**config.mk**
```make
export PLATFORM = sky130hd
export DESIGN_NAME = keccak_pad
export DESIGN_NICKNAME = d
export VERILOG_FILES = /design/src/rtl/keccak_pad.sv
export SDC_FILE = /design/constraint.sdc
export NUM_CORES = 2
export LEC_CHECK = 0
export ABC_AREA = 1
export BUFFER_PORTS_ARGS = -buffer_cell sky130_fd_sc_hd__buf_2
export CORE_AREA = 2 2 656 658
export CTS_CLUSTER_DIAMETER = 120
export CTS_CLUSTER_SIZE = 16
export DETAILED_ROUTE_END_ITERATION = 10
export DIE_AREA = 0 0 658 660
export GPL_ROUTABILITY_DRIVEN = 1
export MAX_ROUTING_LAYER = met4
export PLACE_DENSITY = 0.32
export SLEW_MARGIN = 20
export SYNTH_ARGS = -nofsm -noshare
export SYNTH_HDL_FRONTEND = slang
export SYNTH_SLANG_ARGS = --single-unit
```
**constraint.sdc**
```tcl
create_clock -name clk -period 5.6 [get_ports clk]
set_clock_uncertainty 0.05 [all_clocks]
set_input_delay 0.28 -clock clk [delete_from_list [all_inputs] [get_ports clk]]
set_output_delay 0.28 -clock clk [all_outputs]
set_load 0.02 [all_outputs]
```
**src/rtl/keccak_pad.sv**
```systemverilog
// SHA3-256 input stage: packs a 64-bit little-endian word stream into 17-lane rate
// blocks, applies pad10*1 with a domain byte, and hands full 5x5 states downstream.
module keccak_pad #(
    parameter int         WIDTH      = 64,
    parameter int         RATE_LANES = 17,
    parameter logic [7:0] DOMAIN     = 8'h06
) (
    input  logic                          clk,
    input  logic                          nrst,
    input  logic [WIDTH-1:0]              in_data,
    input  logic [3:0]                    in_bytes,
    input  logic                          in_valid,
    input  logic                          in_last,
    output logic                          in_ready,
    output logic [0:4][0:4][WIDTH-1:0]    out_block,
    output logic                          out_valid,
    output logic                          out_last,
    input  logic                          out_ready
);

    localparam int RB = 8 * RATE_LANES;
    localparam int PW = 8;
    localparam int CW = 5;

    typedef enum logic [1:0] {
        FILL   = 2'd0,
        EMIT   = 2'd1,
        PADBLK = 2'd2
    } state_t;

    state_t                             state_q, state_d;
    logic [CW-1:0]                      lane_cnt_q, lane_cnt_d;
    logic                               pad_pending_q, pad_pending_d;
    logic [RATE_LANES-1:0][WIDTH-1:0]   buf_q, buf_d;
    logic                               out_last_q, out_last_d;
    logic                               out_valid_q, out_valid_d;
    logic                               in_ready_q, in_ready_d;

    logic [3:0]                         nbytes;
    logic [WIDTH-1:0]                   masked_word;
    logic [PW-1:0]                      pad_pos;

    always_ff @(posedge clk or negedge nrst) begin
        if (!nrst) begin
            state_q       <= FILL;
            lane_cnt_q    <= '0;
            pad_pending_q <= 1'b0;
            buf_q         <= '0;
            out_last_q    <= 1'b0;
            out_valid_q   <= 1'b0;
            in_ready_q    <= 1'b0;
        end else begin
            state_q       <= state_d;
            lane_cnt_q    <= lane_cnt_d;
            pad_pending_q <= pad_pending_d;
            buf_q         <= buf_d;
            out_last_q    <= out_last_d;
            out_valid_q   <= out_valid_d;
            in_ready_q    <= in_ready_d;
        end
    end

    // Non-final words always carry 8 bytes; a final word's count saturates at 8.
    always_comb begin
        nbytes = 4'd8;
        if (in_last && (in_bytes < 4'd8))
            nbytes = in_bytes;
        masked_word = '0;
        for (int b = 0; b < 8; b++)
            masked_word[8*b +: 8] = (4'(b) < nbytes) ? in_data[8*b +: 8] : 8'h00;
        pad_pos = {lane_cnt_q, 3'b000} + PW'(nbytes);
    end

    always_comb begin
        state_d       = state_q;
        lane_cnt_d    = lane_cnt_q;
        pad_pending_d = pad_pending_q;
        buf_d         = buf_q;
        out_last_d    = out_last_q;

        case (state_q)
            FILL: begin
                if (in_valid && in_ready_q) begin
                    buf_d[lane_cnt_q] = masked_word;
                    if (in_last) begin
                        state_d = EMIT;
                        if (pad_pos < PW'(RB)) begin
                            // Bytes past the message are already zero, so only the
                            // domain byte and the final 0x80 bit need writing.
                            for (int l = 0; l < RATE_LANES; l++)
                                for (int b = 0; b < 8; b++)
                                    if (pad_pos == PW'(8*l + b))
                                        buf_d[l][8*b +: 8] = DOMAIN;
                            buf_d[RATE_LANES-1][WIDTH-1 -: 8] =
                                buf_d[RATE_LANES-1][WIDTH-1 -: 8] | 8'h80;
                            out_last_d = 1'b1;
                        end else begin
                            out_last_d    = 1'b0;
                            pad_pending_d = 1'b1;
                        end
                    end else if (lane_cnt_q == CW'(RATE_LANES - 1)) begin
                        state_d    = EMIT;
                        out_last_d = 1'b0;
                    end else begin
                        lane_cnt_d = lane_cnt_q + CW'(1);
                    end
                end
            end
            EMIT: begin
                if (out_ready) begin
                    buf_d      = '0;
                    lane_cnt_d = '0;
                    out_last_d = 1'b0;
                    if (pad_pending_q) begin
                        state_d       = PADBLK;
                        pad_pending_d = 1'b0;
                    end else begin
                        state_d = FILL;
                    end
                end
            end
            PADBLK: begin
                buf_d                              = '0;
                buf_d[0][7:0]                      = DOMAIN;
                buf_d[RATE_LANES-1][WIDTH-1 -: 8]  = 8'h80;
                out_last_d                         = 1'b1;
                state_d                            = EMIT;
            end
            default: state_d = FILL;
        endcase

        in_ready_d  = (state_d == FILL);
        out_valid_d = (state_d == EMIT);
    end

    assign in_ready  = in_ready_q;
    assign out_valid = out_valid_q;
    assign out_last  = out_last_q;

    // Lane k sits at [k%5][k/5]; capacity lanes are tied to zero.
    for (genvar gi = 0; gi < 25; gi++) begin : g_lane
        if (gi < RATE_LANES) begin : g_rate
            assign out_block[gi % 5][gi / 5] = buf_q[gi];
        end else begin : g_cap
            assign out_block[gi % 5][gi / 5] = '0;
        end
    end

endmodule

```
==> flow_metrics.py <==
metrics = {
    "status": {
        "outcome": "finished, final reports clean",
    },
    "placed_design": {
        "port-buffer-count": 1163,
        "post-dp-hpwl_mm": 305,
        "place_congestion": 0.826,
        "placed_cell_area_um2": 67600,
    },
    "detailed_routing": {
        "drt_first_pass_iters": 6,
        "postRouteAntennaNets": 0,
        "route.detailed.wl_per_inst_um": 29.2,
        "number_of_remaining_drc_errors": 0,
        "wl_mm": 408,
        "avgViaCountPerCell": 3.77,
        "num_vias": 52710,
        "first_iteration_detailed_routing_drc_count": 4317,
    },
    "floorplanning": {
        "floorplan.initialDensity": 0.133,
        "fp.coreArea_um2": 427000,
        "fp.dieArea_um2": 434000,
        "die_x_um": 658,
        "rows": 240,
        "die-height_um": 660,
        "io_pins": 1676,
    },
    "finish": {
        "multiInputGateArea_um2": 24300,
        "regArea_um2": 27500,
        "layout.filler_cells": 48880,
        "syn2layout_area_growth_pct": 24.8,
        "layout-drive-gt1-share": 0.213,
        "final_cell_area_um2": 70700,
        "nNetsFinal": 8331,
    },
    "synthesis": {
        "synth.area.top_cells": "dfrtp_1 (49%), nand2_1 (14%), o21ai_0 (8.4%)",
        "postSynth.topFlopCell": "dfrtp_1",
        "synth_top_cell_by_area": "dfrtp_1",
        "count_of_flip_flops_with_a_built_in_enable_after_synthesis": 0,
        "cell_count_after_synthesis": 7270,
        "synthesis.area_um2": 56700,
        "ys_async_sr_fraction": 1.00,
        "synth-warning-count": 0,
        "postSynthRegisterBits": 1099,
        "synth.top_cell.area_share": 0.485,
        "synth_cell_types": 40,
        "sequential_fraction_of_the_synthesis_area": 0.485,
        "syn_area_per_cell_um2": 7.79,
    },
    "clocking": {
        "cts-hold-fix-buffers": 17,
        "numClockSinks": 1099,
        "cts.htree.levels": 3,
        "post-cts-setup-buffer-count": 0,
        "cts-buffers-inserted": 95,
        "cts_tree": "yes",
        "clock_transition_time_at_the_flip_flop_clock_pins_of_the_worst_setup_and_hold_paths_ps": 80,
        "clk_latency_ps": 880,
        "number_of_gates_resized_after_cts": 0,
        "max-clock-path-buffers": 4,
        "cts_root_buf": "clkbuf_16",
    },
    "grt": {
        "largest_net_degree_at_the_start_of_global_routing": 163,
        "grt_first_pass_wirelength_mm": 522,
        "grt_pass1_vias": 50007,
        "grt_antenna_before_repair": 51,
        "grt_use_total": 0.186,
        "grt-ovfl-total": 0,
    },
    "pwr": {
        "power_leakage_uw": 0.0352,
        "power.total_uw": 38400,
        "p_per_area_nw_per_um2": 544,
        "max-vdd-ir-drop_uv": 430,
    },
    "worst_setup_path": {
        "cp_max_delay_cell": "nor2_1",
        "worst_ep_required_time_ps": 6280,
        "r2r_end": "out_block[1255]$_DFFE_PN0P_",
        "worstPathArrival_ps": 4590,
        "setup.worst_path.start_class": "flop",
        "r2r_slack_ps": 1690,
        "r2r_start": "lane_cnt_q[1]$_DFFE_PN0P_",
        "timing_worst_setup_path_type": "flop to flop",
        "endpoint_kind": "flop",
        "crit_path_cell_trace": "inv_1 -> ha_1 -> inv_1 -> nor2_1 -> nand2_1 -> clkinv_2 -> buf_4 -> nand2_1 -> o21ai_0 -> nor2_1",
        "timing.critical_path.fanout_max": 58,
        "r2r_cell_count": 10,
        "cpPeakStageDelay_ps": 840,
    },
    "timing": {
        "finalHoldViolations": 0,
        "fin_tns_setup_ps": 0,
        "slew_headroom": 0.193,
        "report.final.setup_viol": 0,
        "clock.fmax_ghz": 0.256,
        "setup_repair_after_global_routing_missed_its_margin": "no",
        "worst_slew_pin_slew_ps": 1210,
        "fin_worst_hold_slack_ps": 91.4,
        "final-max-slew-violation-count": 0,
        "post-route-period-util": 0.698,
        "post-route-min-period_ps": 3910,
    },
    "hold_path": {
        "whs_path_depth": 7,
        "hold_removal_path_class": "primary input to flop",
        "whs_endpoint": "out_block[926]$_DFFE_PN0P_",
        "holdCritStartpoint": "in_data[30]",
    },
    "job": {
        "cap_violations": 0,
    },
}
flip-flops by register name (all words and copies together) (netlist names):
register	cells
out_last	1
out_valid	1
pad_pending_q	1
state_q	2
out_block	1088
lane_cnt_q	5
in_ready	1
metrics by stage:
| stage | util | instances | worst slack [ps] |
|---|---|---|---|
| 4_1_cts | 0.166 | 13972 | 1760 |
| 6_report | 0.166 | 13989 | 1690 |
| 3_3_place_gp | 0.158 | 13821 | 1210 |
| 2_1_floorplan | - | 7781 | 3020 |
| 3_5_place_dp | 0.159 | 13821 | 1280 |
| 5_1_grt | 0.166 | 13977 | 1490 |
synthesized netlist by cell type, drive strengths merged (30+ instances only):
cell type     n
nand3       226
or2          60
clkbuf      245
a21oi       337
o22ai        55
mux2i        60
a21boi       30
inv         368
o21ai       986
nand2      2100
buf         731
dfrtp      1099
nand4       146
nor2        767
where the power goes:
| group | switching, uW | internal [uW] | total, uW |
|---|---|---|---|
| logic | 15500 | 4450 | 20000 |
| clock network | 3800 | 3260 | 7050 |
| registers | 1410 | 9970 | 11400 |
cell type report:
cell class	count	area share
sequential	1099	0.389
inverter	369	0.0201
antenna	17	0.000602
timing repair buffer	1346	0.106
clock inverter	26	0.00411
multi-input combinational	5337	0.344
clock buffer	108	0.0356
tap	5687	0.101
critical path, delay by kind of cell (launching register included):
family / cells / cell delay (ps)
adder cells (fa/ha/maj): 1 / 240
AO/OA/AOI/OAI: 1 / 120
AND/OR/NAND/NOR: 4 / 1340
buffers and inverters: 4 / 1480
flip-flops: 1 / 480
routing by layer:
layer | GRT usage | part of all wire
met5 | - | 0
met4 | 0.0467 | 0.030
met3 | 0.0367 | 0.059
met2 | 0.333 | 0.52
met1 | 0.211 | 0.39
cells by family (layout without fill, tap and decap cells):
| group | count (synthesis) | count (layout) | synth area share |
|---|---|---|---|
| muxes | 60 | 60 | 0.0106 |
| AOI/OAI and AO/OA | 1448 | 1448 | 0.135 |
| buffers and inverters | 1345 | 1849 | 0.128 |
| DFF | 1099 | 1099 | 0.485 |
| and+or+nand+nor | 3306 | 3306 | 0.238 |
| xor gates and xnor gates | 1 | 1 | 0.000155 |
| other | 1 | 529 | 0.0000662 |
| adders and majority gates | 10 | 10 | 0.00221 |
worst max-delay path by stage:
stage / startpoint / endpoint / slack, ps / cells after the start
floorplan: in_last / out_block[832]$_DFFE_PN0P_ / 3020 / 15
global placement: in_bytes[3] / out_block[870]$_DFFE_PN0P_ / 1210 / 15
detailed placement: in_bytes[3] / out_block[869]$_DFFE_PN0P_ / 1280 / 15
CTS: lane_cnt_q[1]$_DFFE_PN0P_ / out_block[1255]$_DFFE_PN0P_ / 1760 / 10
global route: lane_cnt_q[1]$_DFFE_PN0P_ / out_block[1255]$_DFFE_PN0P_ / 1490 / 10
finish: lane_cnt_q[1]$_DFFE_PN0P_ / out_block[1255]$_DFFE_PN0P_ / 1690 / 10
placed cells by master, fill, tap and decap left out, drive strengths merged:
cell type	instances
a22oi	18
nor3b	1
dfrtp	1099
o21ai	986
clkinvlp	2
o31ai	1
a21boi	30
clkbuf	108
o22ai	55
nand3	226
a21o	2
nor2	767
or2	60
a21oi	337
conb	512
dlygate4sd3	16
inv	374
xor2	1
buf	1330
clkinv	19
nor3	6
o21a	18
diode	17
nand2	2100
o211ai	1
mux2i	60
nand4	146
ha	10
Note: power is estimated with default switching activity, not from simulation.
